## src/rtl/shared_reg_arbiter_if.sv

```systemverilog
// shared_reg_arbiter_if
//   Bundles the request side (per-core req/operands) and the downstream
//   valid/ready side of shared_reg_arbiter into one interface.
//
//   Signals:
//     req[3:0]        per-core request, bit i belongs to core i
//     req_data[4*W]   operands, core i drives [i*W +: W]
//     gnt[3:0]        one-hot grant, high for one cycle after capture
//     out_data[W]     captured operand
//     out_id[1:0]     core that owns out_data
//     out_valid       out_data/out_id valid for the downstream stage
//     out_ready       downstream accepts the data
//     busy            arbiter is not idle
//     lock[3:0]       per-core priority hold (only with SHARED_ARB_LOCK_EN)
//
//   Modports:
//     master  cores + downstream stage (drive req/req_data/out_ready/lock)
//     slave   the arbiter itself
//
//   Optional feature macro: SHARED_ARB_LOCK_EN
interface shared_reg_arbiter_if #(
    parameter int unsigned W = 64
);
    logic [3:0]     req;
    logic [4*W-1:0] req_data;
    logic [3:0]     gnt;
    logic [W-1:0]   out_data;
    logic [1:0]     out_id;
    logic           out_valid;
    logic           out_ready;
    logic           busy;
`ifdef SHARED_ARB_LOCK_EN
    logic [3:0]     lock;

    modport master (
        output req, req_data, out_ready, lock,
        input  gnt, out_data, out_id, out_valid, busy
    );

    modport slave (
        input  req, req_data, out_ready, lock,
        output gnt, out_data, out_id, out_valid, busy
    );
`else
    modport master (
        output req, req_data, out_ready,
        input  gnt, out_data, out_id, out_valid, busy
    );

    modport slave (
        input  req, req_data, out_ready,
        output gnt, out_data, out_id, out_valid, busy
    );
`endif
endinterface

```

## src/rtl/shared_reg_arbiter.sv

```systemverilog
// shared_reg_arbiter
//   Round-robin arbiter sharing one W-bit holding register among four cores.
//   A granted core's operand and id are captured, held for LAT cycles, then
//   offered downstream with a valid/ready handshake. All state changes on the
//   falling edge of clk.
//
//   Parameters:
//     W    operand width (default 64)
//     LAT  occupancy from capture to out_valid, legal range 1..15 (default 4)
//
//   Ports:
//     clk   clock, state updates on the falling edge
//     rst   synchronous active-high reset, sampled on the falling edge
//     bus   shared_reg_arbiter_if.slave: req, req_data, out_ready, [lock] in;
//           gnt, out_data, out_id, out_valid, busy out (all registered)
//
//   Optional feature macro: SHARED_ARB_LOCK_EN
//     When defined, lock[winner] at the capture edge keeps the winner at top
//     priority for the next capture instead of advancing the pointer.
module shared_reg_arbiter #(
    parameter int unsigned W   = 64,
    parameter int unsigned LAT = 4
) (
    input  logic                clk,
    input  logic                rst,
    shared_reg_arbiter_if.slave bus
);

    typedef enum logic [1:0] {
        IDLE,
        BUSY,
        VALID
    } state_t;

    state_t       state;
    logic [1:0]   ptr;
    logic [3:0]   cnt;
    logic [3:0]   gnt_q;
    logic [W-1:0] data_q;
    logic [1:0]   id_q;
    logic         valid_q;
    logic         busy_q;

    logic [1:0]   winner;
    logic [1:0]   cand;
    logic         found;
    logic [1:0]   next_ptr;
    logic         capture;

    // First set request bit in the order ptr, ptr+1, ptr+2, ptr+3 (mod 4).
    always_comb begin
        winner = ptr;
        cand   = ptr;
        found  = 1'b0;
        for (int unsigned i = 0; i < 4; i++) begin
            cand = ptr + i[1:0];
            if (!found && bus.req[cand]) begin
                found  = 1'b1;
                winner = cand;
            end
        end
    end

    // Capture from IDLE, or back-to-back on the handshake edge in VALID.
    always_comb begin
        capture = 1'b0;
        if (|bus.req) begin
            if (state == IDLE) begin
                capture = 1'b1;
            end else if (state == VALID && bus.out_ready) begin
                capture = 1'b1;
            end
        end
    end

`ifdef SHARED_ARB_LOCK_EN
    always_comb begin
        next_ptr = winner + 2'd1;
        if (bus.lock[winner]) begin
            next_ptr = winner;
        end
    end
`else
    always_comb begin
        next_ptr = winner + 2'd1;
    end
`endif

    always_ff @(negedge clk) begin
        if (rst) begin
            state   <= IDLE;
            ptr     <= '0;
            cnt     <= '0;
            gnt_q   <= '0;
            data_q  <= '0;
            id_q    <= '0;
            valid_q <= 1'b0;
            busy_q  <= 1'b0;
        end else begin
            gnt_q <= '0;
            if (capture) begin
                data_q  <= bus.req_data[winner*W +: W];
                id_q    <= winner;
                gnt_q   <= 4'b0001 << winner;
                ptr     <= next_ptr;
                cnt     <= 4'(LAT - 1);
                state   <= BUSY;
                busy_q  <= 1'b1;
                valid_q <= 1'b0;
            end else begin
                case (state)
                    BUSY: begin
                        if (cnt == 4'd0) begin
                            state   <= VALID;
                            valid_q <= 1'b1;
                        end else begin
                            cnt <= cnt - 4'd1;
                        end
                    end
                    VALID: begin
                        // Handshake with no pending request: release.
                        if (bus.out_ready) begin
                            state   <= IDLE;
                            valid_q <= 1'b0;
                            busy_q  <= 1'b0;
                        end
                    end
                    default: begin
                    end
                endcase
            end
        end
    end

    assign bus.gnt       = gnt_q;
    assign bus.out_data  = data_q;
    assign bus.out_id    = id_q;
    assign bus.out_valid = valid_q;
    assign bus.busy      = busy_q;

endmodule

```

## src/flat_wrapper.sv

```systemverilog
// flat-port wrapper written by rule: the top's interface ports become plain ports
module shared_reg_arbiter_flat 
#(
    parameter int unsigned W   = 64,
    parameter int unsigned LAT = 4
)
  (clk, rst, bus_req, bus_req_data, bus_out_ready, bus_gnt, bus_out_data, bus_out_id, bus_out_valid, bus_busy);
  shared_reg_arbiter_if #(.W(W)) bus_i ();
  input  logic clk;
  input  logic rst;
  input wire logic [$bits(bus_i.req)-1:0] bus_req;
  input wire logic [$bits(bus_i.req_data)-1:0] bus_req_data;
  input wire logic [$bits(bus_i.out_ready)-1:0] bus_out_ready;
  output wire logic [$bits(bus_i.gnt)-1:0] bus_gnt;
  output wire logic [$bits(bus_i.out_data)-1:0] bus_out_data;
  output wire logic [$bits(bus_i.out_id)-1:0] bus_out_id;
  output wire logic [$bits(bus_i.out_valid)-1:0] bus_out_valid;
  output wire logic [$bits(bus_i.busy)-1:0] bus_busy;
  assign bus_i.req = bus_req;
  assign bus_i.req_data = bus_req_data;
  assign bus_i.out_ready = bus_out_ready;
  assign bus_gnt = bus_i.gnt;
  assign bus_out_data = bus_i.out_data;
  assign bus_out_id = bus_i.out_id;
  assign bus_out_valid = bus_i.out_valid;
  assign bus_busy = bus_i.busy;
  shared_reg_arbiter #(.W(W), .LAT(LAT)) u_core (.clk(clk), .rst(rst), .bus(bus_i));
endmodule
```

## config.mk

```make
export PLATFORM = sky130hd
export DESIGN_NAME = shared_reg_arbiter_flat
export DESIGN_NICKNAME = d
export VERILOG_FILES = /design/src/rtl/shared_reg_arbiter_if.sv /design/src/rtl/shared_reg_arbiter.sv /design/src/flat_wrapper.sv
export SDC_FILE = /design/constraint.sdc
export NUM_CORES = 1
export LEC_CHECK = 0
export ABC_AREA = 0
export CAP_MARGIN = 15
export CORE_MARGIN = 10
export CORE_UTILIZATION = 39
export DETAILED_ROUTE_END_ITERATION = 12
export GPL_TIMING_DRIVEN = 0
export PLACE_DENSITY = 0.88
export SKIP_CTS_REPAIR_TIMING = 1
export SLEW_MARGIN = 20
export SYNTH_ARGS = -nofsm -noshare
export SYNTH_HDL_FRONTEND = slang
export SYNTH_SLANG_ARGS = --single-unit
export TNS_END_PERCENT = 5
```

## constraint.sdc

```tcl
create_clock -name clk -period 4.2 [get_ports clk]
set_clock_uncertainty 0.2 [all_clocks]
set_input_delay 0.84 -clock clk [delete_from_list [all_inputs] [get_ports clk]]
set_output_delay 0.84 -clock clk [all_outputs]
set_load 0.01 [all_outputs]
```

==> run summary <==
global-route wire length before repair: 32.9 mm
CTS root buf: clkbuf_16
R2R Path End: u_core.bus.out_data[45]
Die X-Extent: 131 um
Layout area overhead: 105%
Synthesized Nets: 706
Worst Setup SP: bus_req[1]
core footprint: 0.0121 mm2
# port buffers: 333
max-cap viol count: 0
initial core utilization: 0.400
pwr/cell area: 472 mW/mm2
P_leak: 5.25 nW
Bufs on Longest Clock Path: 2
kind of critical path: in -> reg
vias in the first global route: 6,027
Min-Delay Endpoint: u_core.bus.out_id[1]
CP Launch Type: input pin
Worst Reg2Reg Path Length in Cells: 7
routed len/inst: 23.3 um
peak supply drop: 0.000266 V
Slowest-stage cell, CP: or3b_4
final setup fails: 64
R2R setup slack: 2.01 ns
initial antenna violation count: 1
Data required, critical path: 2.16 ns
worst hold path class: reg -> reg
hold path startpoint: u_core.bus.out_id[1]
Routed WL: 24.4 mm
CP max stage delay: 0.40 ns
die height: 131 um
GP Congestion: 0.911
CP arrival: 2.47 ns
total track usage: 0.235
Iteration-0 DRC Markers: 294
metal3 WL: 1.75 mm
worst r2r src: u_core.ptr[0]
Total Nets Final: 1,141
remaining antenna violation count after routing: 0
Final TNS setup: -13.87 ns
Rel. slew slack: 0.629
Clock H-tree levels: 3
GRT overflow: 0
Yosys reg bits: 79
failing checks: setup timing
Post-Syn Instances: 439
clock-pin slew on the worst setup and hold paths: 0.04 ns
Ys Warns: 0
Final Hold Viols: 0
Routed met1 length: 8.75 mm
Cells on Worst Hold Path: 2
RSZ-0062 raised after global routing: true
fin util: 0.821
Pins Over Slew Limit: 0
# DRC: 0
DR top layer: met4
Seq/Total Area, Yosys: 0.328
# rows: 40
# IOs: 335
drt via density: 5.27
Netlist cell types: 36
Syn Area/Cell: 11.0 um2
largest net degree at the start of global routing: 15
pin slew with the least headroom to its limit: 0.553 ns
CP Cell Sequence: buf_8, or3b_4, o31a_4, o221ai_4, buf_12, bufbuf_8, mux2i_1, o221ai_2
clk_lat worst skew: 0.40 ns
CTS tree: built
DR WL met2: 13.1 mm
DP Wirelength: 17.7 mm
outcome: finished, violations left
Pre-antenna DRT Iters: 4
mapped cell area: 0.00482 mm2
Clock Sinks: 79
crit end category: register
Num CTS Buffers: 9
CP Max Fanout: 10
fin worst setup slack: -0.302 ns
routed vias: 5,522
share of layout cells above drive strength 1: 0.204
die area: 0.0172 mm2
## report_power, final
part | switching, mW | leakage, nW | internal (mW)
sequential | 0.120 | 0.653 | 0.971
clock | 0.591 | 0.557 | 0.512
combinational | 1.07 | 4.04 | 1.41
total | 1.78 | 5.25 | 2.89
## cell usage after synthesis (all sizes together)
cell type | instances | share of area
mux2i | 128 | 0.27
dfxtp | 79 | 0.33
nand2 | 72 | 0.057
o221ai | 65 | 0.17
buf | 24 | 0.078
nor2 | 15 | 0.012
a21oi | 9 | 0.010
clkbuf | 9 | 0.0070
inv | 8 | 0.0062
ha | 4 | 0.010
xnor2 | 4 | 0.0073
bufbuf | 3 | 0.012
nand2b | 3 | 0.0044
a211oi | 2 | 0.0031
a2bb2oi | 2 | 0.0049
a21o | 1 | 0.0016
nand3 | 1 | 0.0010
nor2b | 1 | 0.0013
nor4 | 1 | 0.0013
o21a | 1 | 0.0016
o21ai | 1 | 0.0010
o21bai | 1 | 0.0016
o221a | 1 | 0.0023
o311ai | 1 | 0.0018
o31a | 1 | 0.0021
o31ai | 1 | 0.0026
or3b | 1 | 0.0018
## placed cells by master (no fill, tap or decap), types with 5 or more instances in the layout
master,instances
o221ai_2,42
a21oi_1,6
mux2i_4,26
nor2_1,12
buf_4,9
clkdlybuf4s50_1,256
buf_12,15
nand2_1,71
dlymetal6s2s_1,73
o221ai_1,22
dfxtp_1,78
clkbuf_16,15
mux2i_2,28
mux2i_1,74
buf_8,5
inv_1,86
## area by class of cell
| cell class | instances | area (um2) |
|---|---|---|
| clock buffers | 9 | 225 |
| diodes | 1 | 2.50 |
| plain buffers | 36 | 549 |
| flip-flops and latches | 79 | 1580 |
| well taps | 168 | 210 |
| fillers | 657 | 2160 |
| repair buffers | 346 | 3730 |
| multi-input cells | 316 | 3220 |
| inverters | 7 | 26.3 |
| clock inverters | 86 | 353 |
## critical path, delay by kind of cell
family	cells	cell delay, ns
buf+inv	3	0.56
mux	1	0.32
compound gates	3	0.34
simple gates	1	0.40
## cell families after synthesis
family | after synthesis | share of synthesized area
muxes | 128 | 0.266
and+or+nand+nor | 94 | 0.0781
AOI/OAI and AO/OA | 86 | 0.208
DFF | 79 | 0.328
buffers and inverters | 44 | 0.103
xor gates and xnor gates | 4 | 0.00726
adders and majority gates | 4 | 0.0104
## registers in the layout (all words and copies together) (netlist names)
register / cells
u_core.bus.busy: 1
u_core.bus.gnt: 4
u_core.bus.out_data: 64
u_core.bus.out_id: 2
u_core.bus.out_valid: 1
u_core.cnt: 4
u_core.ptr: 2
u_core.state: 1
## through the flow
stage	total power [mW]	worst slack, ns	hold slack (ns)	std cells	cell area (um2)
after floorplan	2.39	-0.337	0.267	439	4820
after global placement	3.26	-1.07	0.230	940	8370
after detailed placement	3.32	-1.11	0.236	940	8370
after CTS	4.31	-0.713	0.243	1034	8940
after global routing	4.91	-0.329	0.279	1048	9910
final	4.67	-0.302	0.241	1048	9910
## metal layers
| metal | GRT usage | up-vias |
|---|---|---|
| li1 | - | 2526 |
| met5 | 0 | - |
| met1 | 0.232 | 2636 |
| met4 | 0.113 | 0 |
| met2 | 0.427 | 304 |
| met3 | 0.0850 | 56 |
## how the worst max path moves through the flow
stage	endpoint	slack (ns)	cells after the start
global route	u_core.bus.out_data[45]	-0.33	8
global placement	u_core.bus.out_data[18]	-1.07	8
finish	u_core.bus.out_data[45]	-0.30	8
CTS	u_core.bus.out_data[18]	-0.71	8
floorplan	u_core.bus.out_data[36]	-0.34	7
detailed placement	u_core.bus.out_data[18]	-1.11	8
(Power assumes the default switching activity.)
